===== src/rtl/usb3_fifo_rd_ctrl.sv =====
// usb3_fifo_rd_ctrl: FX3 synchronous slave-FIFO read master (32-bit, wrclock domain).
// Pulls fixed-length bursts from the FX3 read socket and presents one word per
// cycle on data_out while usb_rd_state == 6, for the downstream cache write port.
// Optional feature macro: USB3_RD_TIMEOUT_EN adds a WAIT_FLAG watchdog that
// aborts to IDLE and pulses timeout_err after TIMEOUT_CYC cycles without FLAGB.
module usb3_fifo_rd_ctrl #(
  parameter int         BURST_LEN   = 256,
  parameter int         READ_LAT    = 2,
  parameter logic [1:0] RD_ADDR     = 2'b11,
  parameter int         TIMEOUT_CYC = 65535
) (
  input  logic        wrclock,
  input  logic        rst_n,
  input  logic        rd_en,
  input  logic        USB3_FLAGB,
  input  logic [31:0] USB3_DQ,
  output logic        USB3_SLCS_n,
  output logic        USB3_SLOE_n,
  output logic        USB3_SLRD_n,
  output logic        USB3_SLWR_n,
  output logic        USB3_PKTEND_n,
  output logic [1:0]  USB3_A,
  output logic [31:0] data_out,
  output logic [3:0]  usb_rd_state,
  output logic        burst_done,
  output logic        timeout_err
);

  typedef enum logic [3:0] {
    S_IDLE      = 4'd0,
    S_ADDR      = 4'd1,
    S_WAIT_FLAG = 4'd2,
    S_CS        = 4'd3,
    S_OE        = 4'd4,
    S_LEAD      = 4'd5,
    S_DATA      = 4'd6,
    S_DRAIN     = 4'd7,
    S_DONE      = 4'd8
  } state_t;

  // Last index of the word counter in DATA and of the strobe-low counter.
  localparam logic [9:0] LAST_WORD = 10'(BURST_LEN - 1);
  // LEAD lasts READ_LAT+1 cycles so the first captured word lines up with state 6.
  localparam logic [9:0] LEAD_LAST = 10'(READ_LAT);
  localparam logic [9:0] DRAIN_LAST = 10'd1;

  // Reject parameter values the 10-bit / 16-bit counters cannot represent.
  if (BURST_LEN < 4 || BURST_LEN > 1023) begin : g_bad_burst_len
    $error("usb3_fifo_rd_ctrl: BURST_LEN out of range 4..1023");
  end
  if (TIMEOUT_CYC < 1 || TIMEOUT_CYC > 65535) begin : g_bad_timeout
    $error("usb3_fifo_rd_ctrl: TIMEOUT_CYC out of range 1..65535");
  end

  state_t     state;
  logic [9:0] word_cnt;
  logic [9:0] rd_cnt;

  // The read thread is never written, so these strobes stay idle.
  assign USB3_SLWR_n   = 1'b1;
  assign USB3_PKTEND_n = 1'b1;
  assign usb_rd_state  = state;

`ifdef USB3_RD_TIMEOUT_EN
  localparam logic [15:0] WAIT_LAST = 16'(TIMEOUT_CYC - 1);
  logic [15:0] wait_cnt;
`else
  assign timeout_err = 1'b0;
`endif

  // Burst sequencer: every bus strobe and status output is a register of this FSM.
  always_ff @(posedge wrclock or negedge rst_n) begin
    if (!rst_n) begin
      state       <= S_IDLE;
      word_cnt    <= '0;
      rd_cnt      <= '0;
      USB3_SLCS_n <= 1'b1;
      USB3_SLOE_n <= 1'b1;
      USB3_SLRD_n <= 1'b1;
      USB3_A      <= 2'b00;
      data_out    <= '0;
      burst_done  <= 1'b0;
`ifdef USB3_RD_TIMEOUT_EN
      wait_cnt    <= '0;
      timeout_err <= 1'b0;
`endif
    end else begin
      burst_done <= 1'b0;
`ifdef USB3_RD_TIMEOUT_EN
      timeout_err <= 1'b0;
`endif
      // SLRD_n stays low for exactly BURST_LEN cycles, spanning LEAD and most of DATA.
      if (!USB3_SLRD_n) begin
        if (rd_cnt == LAST_WORD) begin
          USB3_SLRD_n <= 1'b1;
          rd_cnt      <= '0;
        end else begin
          rd_cnt <= rd_cnt + 10'd1;
        end
      end

      case (state)
        S_IDLE: begin
          if (rd_en) state <= S_ADDR;
        end
        S_ADDR: begin
          USB3_A <= RD_ADDR;
          state  <= S_WAIT_FLAG;
        end
        S_WAIT_FLAG: begin
          if (!rd_en) begin
            state <= S_IDLE;
`ifdef USB3_RD_TIMEOUT_EN
            wait_cnt <= '0;
`endif
          end else if (USB3_FLAGB) begin
            USB3_SLCS_n <= 1'b0;
            state       <= S_CS;
`ifdef USB3_RD_TIMEOUT_EN
            wait_cnt <= '0;
          end else if (wait_cnt == WAIT_LAST) begin
            timeout_err <= 1'b1;
            USB3_A      <= 2'b00;
            state       <= S_IDLE;
            wait_cnt    <= '0;
          end else begin
            wait_cnt <= wait_cnt + 16'd1;
`endif
          end
        end
        S_CS: begin
          USB3_SLOE_n <= 1'b0;
          state       <= S_OE;
        end
        S_OE: begin
          USB3_SLRD_n <= 1'b0;
          rd_cnt      <= '0;
          word_cnt    <= '0;
          state       <= S_LEAD;
        end
        S_LEAD: begin
          if (word_cnt == LEAD_LAST) begin
            data_out <= USB3_DQ;
            word_cnt <= '0;
            state    <= S_DATA;
          end else begin
            word_cnt <= word_cnt + 10'd1;
          end
        end
        S_DATA: begin
          if (word_cnt == LAST_WORD) begin
            word_cnt <= '0;
            state    <= S_DRAIN;
          end else begin
            data_out <= USB3_DQ;
            word_cnt <= word_cnt + 10'd1;
          end
        end
        S_DRAIN: begin
          if (word_cnt == DRAIN_LAST) begin
            USB3_SLOE_n <= 1'b1;
            USB3_SLCS_n <= 1'b1;
            burst_done  <= 1'b1;
            word_cnt    <= '0;
            state       <= S_DONE;
          end else begin
            word_cnt <= word_cnt + 10'd1;
          end
        end
        S_DONE: begin
          state <= S_IDLE;
        end
        default: begin
          state <= S_IDLE;
        end
      endcase
    end
  end

endmodule


===== config.mk =====
export PLATFORM = sky130hd
export DESIGN_NAME = usb3_fifo_rd_ctrl
export DESIGN_NICKNAME = d
export VERILOG_FILES = /design/src/rtl/usb3_fifo_rd_ctrl.sv
export SDC_FILE = /design/constraint.sdc
export NUM_CORES = 1
export LEC_CHECK = 0
export ABC_CLOCK_PERIOD_IN_PS = 2740
export CAP_MARGIN = 20
export CELL_PAD_IN_SITES_DETAIL_PLACEMENT = 1
export CELL_PAD_IN_SITES_GLOBAL_PLACEMENT = 2
export CORE_UTILIZATION = 31
export DETAILED_ROUTE_END_ITERATION = 12
export HOLD_SLACK_MARGIN = 0.12
export PLACE_DENSITY_LB_ADDON = 0.2
export SLEW_MARGIN = 25
export SYNTH_ARGS = -nofsm -noshare
export SYNTH_HDL_FRONTEND = slang
export SYNTH_SLANG_ARGS = --single-unit

===== constraint.sdc =====
create_clock -name wrclock -period 2.74 [get_ports wrclock]
set_input_delay 0.548 -clock wrclock [delete_from_list [all_inputs] [get_ports wrclock]]
set_output_delay 0.548 -clock wrclock [all_outputs]
set_load 0.02 [all_outputs]

* Word-level counts from Yosys, hierarchy flattened
Index checks and enable logic that the tools add are counted.
** Word-level totals
- Output and inout port bits :: 45
- Memories :: 0
- Logic and storage cells :: 67
- Memory bits (writable) :: 0
- Bits in latches :: 0
- ROM bits :: 0
- Register bits after elaboration :: 61
- Bits of input ports :: 36
** Cells by class
- Magnitude comparators :: 0
- Shift operators :: 0
- $add $sub $neg :: 2
- Muxes and demuxes :: 27
- Reduce and logical (&&, ||, !) cells :: 9
- Bitwise gates (word level) :: 0
- Equal/unequal tests :: 20
- Div/mod/pow operators :: 0
- Multiply operators :: 0
** Operator list (number)
- $mux 32 :: 2
- $pmux 32 s2 :: 1
- $mux 10 :: 6
- $pmux 10 s4 :: 1
- $pmux 4 s8 :: 1
- $mux 4 :: 6
- $add 10x1->10 const B :: 2
- $eq 10x8->1 const B :: 2
- $eq 4x3->1 const B :: 4
- $ne 2x2->1 const B :: 7
- $eq 10x1->1 const B :: 1
- $eq 10x2->1 const B :: 1
- $eq 4x2->1 const B :: 2
- $mux 1 :: 8
- $reduce_bool 2->1 :: 3
- $reduce_and 5->1 :: 1
- $eq 4x1->1 const B :: 1
- $logic_not 4->1 :: 1
- $pmux 1 s2 :: 2
- $reduce_and 4->1 :: 1
- $reduce_bool 4->1 :: 1
- $ne 3x3->1 const B :: 1
- $reduce_and 3->1 :: 1
- $ne 2x1->1 const B :: 1
- $reduce_and 2->1 :: 1

* Depth between registers and ports, before layout
- Depth after elaboration :: 4
- Mapped depth :: 7
- Gate-level depth less buffers :: 6

* Worst setup path before layout
No wires, ideal clock.
- Path kind :: flip-flop to flip-flop
- From :: register word_cnt[0]
- To :: register data_out[0]
- Path slack :: 0.697 ns
- Period minus slack after synthesis :: 2.043 ns
- Path buffers :: 1
- Data required time :: 2.615 ns
- Arrival time :: 1.918 ns
- Cell stages (with the launch flop) :: 7
- Setup time :: 0.125 ns
- Cell sequence :: dfrtp_1 > ha_1 > and3_1 > a311oi_4 > o21bai_4 > buf_12 > mux2_4
** On the way
- Word-level cells in the longest chain between the ends :: 3
- Elaborated cells between the ends (all ways) :: 5
- Classes of those cells :: eq/ne: 4; reduce/logical: 1
** RTL lines
- from (decl) :: RTL line 56 : logic [9:0] word_cnt;
- from (signal assigned) :: RTL line 147 : word_cnt <= word_cnt + 10'd1;
- from (signal assigned) :: RTL line 156 : word_cnt <= word_cnt + 10'd1;
- from (signal assigned) :: RTL line 167 : word_cnt <= word_cnt + 10'd1;
- $eq 10x8->1 or $eq 10x2->1 (tied branches) :: RTL line 151, 142
- $ne 2x2->1 (no source line)
- $reduce_and 3->1 (no source line) *
- to (signal assigned) :: RTL line 81 : data_out <= '0;
- to (signal assigned) :: RTL line 143 : data_out <= USB3_DQ;
- to (signal assigned) :: RTL line 155 : data_out <= USB3_DQ;
- to (decl) :: RTL line 23 : output logic [31:0] data_out,
Every way passes the cells marked *; elsewhere a longest branch is shown, timed or not.
A chain may end at the register's enable or synchronous reset.

* Worst setup path in the final report
- From :: register word_cnt[0]
- To :: register data_out[6]
Same word-level chain as after synthesis.

==> flow_summary.json <==
{
  "syn_area_per_cell_um2": 12.3,
  "critPathMaxFanout": 12,
  "grt_usage_pct": 15.9,
  "fmax_mhz": 409,
  "cts_buffer_depth": 2,
  "synth_top_cell_by_area": "dfrtp_1",
  "worstReg2RegEnd": "data_out[6]",
  "cts_tree": "done",
  "async_flop_share_pct": 100,
  "min_period_ns": 2.45,
  "crit_type": "reg -> reg",
  "insertion_delay_ns": 0.33,
  "setup.worst_path.end_class": "flip-flop",
  "total_power_mw": 5.10,
  "die_w_um": 102,
  "gp_congestion": 0.813,
  "clock_sinks": 61,
  "pwr_density_cell_nw_per_um2": 1210,
  "grt_pass1_wl_mm": 12.5,
  "drive_gt1_share_pct": 22.2,
  "syn_inst": 250,
  "leakage_nw": 1.80,
  "r2r_start": "word_cnt[0]",
  "fp.coreArea_um2": 9420,
  "status": "complete, no violations",
  "critPathArrivalTime_ns": 2.66,
  "initial_core_util_pct": 32.6,
  "io_buffers": 77,
  "setup_viol": 0,
  "grt_overflow": 0,
  "crit_required_ns": 2.96,
  "synth_edf_count": 0,
  "antenna_found_initial": 0,
  "final_common_cell": "clkdlybuf4s50_1",
  "hold_viol_final": 0,
  "dp.final_hpwl_mm": 5.52,
  "hold_class": "in -> async",
  "synth_area_um2": 3070,
  "timing.final.crit_share_pct": 89.2,
  "cts_inserted_buffers": 9,
  "layout.nets": 378,
  "drtIter0Drc": 56,
  "drt_wl_total_mm": 7.67,
  "vias": 2276,
  "maxCapViolations": 0,
  "drc_errors": 0,
  "synth_top_cell_area_share_pct": 47.2,
  "slew_headroom_pct": 62.4,
  "synth_seq_area_share_pct": 49.8,
  "ys_ff_latch": 61,
  "multi_input_area_um2": 1390,
  "antenna_left": 0,
  "hold_buffers": 0,
  "synth.area.top_cells": "dfrtp_1 (47%), mux2_4 (15%), dfstp_2 (2.6%), buf_12 (2.0%), mux2_2 (1.8%)",
  "timing.final.max_slew_violations": 0,
  "h-tree-depth": 3,
  "grt_max_degree": 62,
  "dr.pass1.iters": 4,
  "root_buffer": "clkbuf_8",
  "path_clk_slew_ns": 0.07,
  "synth.distinct_cells": 56,
  "final_cell_mix": "clkdlybuf4s50_1 (76), dfrtp_1 (58), mux2_4 (30)",
  "cts_setup_buffers": 0,
  "pin_count": 81,
  "cts_resized": 0,
  "die_h_um": 102,
  "wire_per_inst_um": 16.2,
  "area_growth_pct": 37.0,
  "core.rowCount": 35,
  "die_area_um2": 10300,
  "grt_pass1_vias": 2344,
  "ys_warn_count": 0,
  "fin_setup_tns_ns": 0,
  "synth_ff_type": "dfrtp_1",
  "fin_skew_ns": 0.00578,
  "cp-start-kind": "flip-flop",
  "ir_worst_vdd_mv": 0.365,
  "nFillCells": 1022,
  "num_antenna_cells": 0,
  "r2r_setup_slack_ns": 0.29,
  "rsz0062_at_grt": "false",
  "seq_area_um2": 1530,
  "viasPerCell": 4.82,
  "worstMarginPinSlew_ns": 0.563,
  "rr_worst_depth": 6
}
registers in the layout (all words and copies together) (netlist names):
name / flops
word_cnt: 10
data_out: 32
usb_rd_state: 4
USB3_SLOE_n: 1
USB3_A: 1
rd_cnt: 10
USB3_SLCS_n: 1
burst_done: 1
USB3_SLRD_n: 1
final cells by class:
class                      count  share of cell area [%]
sequential                    61                    36.4
multi-input combinational    169                    33.0
timing repair buffer          90                    21.1
tap                          129                    3.83
clock buffer                  10                    3.03
clock inverter                 6                    2.05
inverter                       7                   0.624
layer usage:
layer | part of all wire [%] | track usage (%) | wire, um | vias to the layer above
met2 | 50 | 26.2 | 3810 | 39
li1 | - | - | - | 1087
met5 | 0 | 0 | 0 | -
met4 | 1.0 | 5.24 | 79 | 0
met3 | 3.4 | 4.14 | 261 | 6
met1 | 46 | 20.2 | 3520 | 1144
worst max-delay path, stage by stage (launching register included):
cell      delay [ns]
dfrtp_1         0.43
ha_1            0.26
and3_1          0.23
a311oi_4        0.45
o21bai_4        0.36
buf_4           0.28
mux2_4          0.31
synthesized netlist by cell type (3+ instances only):
master     n
a21oi_1    8
a31oi_1    4
buf_12     3
buf_2      3
buf_4      5
dfrtp_1   58
dfstp_2    3
ha_1       4
inv_1      7
mux2_2     5
mux2_4    30
nand2_1   13
nand2b_1   4
nand3_1    8
nand4_1    5
nor2_1    14
nor3_1     4
nor4_1     3
o21ai_0   11
o22ai_1    3
o31ai_1    3
or2_2      3
xor2_1     3
cells by family after synthesis:
logic type / synth area share [%]
DFF: 49.8
and+or+nand+nor: 13.0
AOI/OAI and AO/OA: 12.3
muxes: 16.5
adders and majority gates: 1.63
xor gates and xnor gates: 1.43
buffers and inverters: 5.13
other: 0.244
stage by stage:
step	instance area (um2)	setup slack (ns)	hold slack (ns)	util, %	instances
6_report	4210	0.295	0.212	44.7	472
5_1_grt	4210	0.192	0.222	44.7	472
4_1_cts	4210	0.281	0.221	44.7	472
3_5_place_dp	4000	0.307	0.485	42.4	456
3_3_place_gp	4000	0.351	0.474	42.4	456
2_1_floorplan	3080	0.697	0.252	-	251
worst max path at each step:
stage | from | depth (start not counted) | end
final | word_cnt[0] | 6 | data_out[6]
after global routing | word_cnt[0] | 6 | data_out[6]
after CTS | word_cnt[0] | 6 | data_out[5]
after detailed placement | word_cnt[0] | 6 | data_out[2]
after global placement | word_cnt[0] | 6 | data_out[5]
after floorplan | word_cnt[0] | 6 | data_out[0]
power breakdown:
part	total [mW]	switching, mW	internal (mW)	leakage (nW)
logic	2.69	1.26	1.44	0.944
clock network	0.876	0.363	0.512	0.107
registers	1.53	0.257	1.27	0.750
No activity file was read; power rests on OpenSTA's default activity.
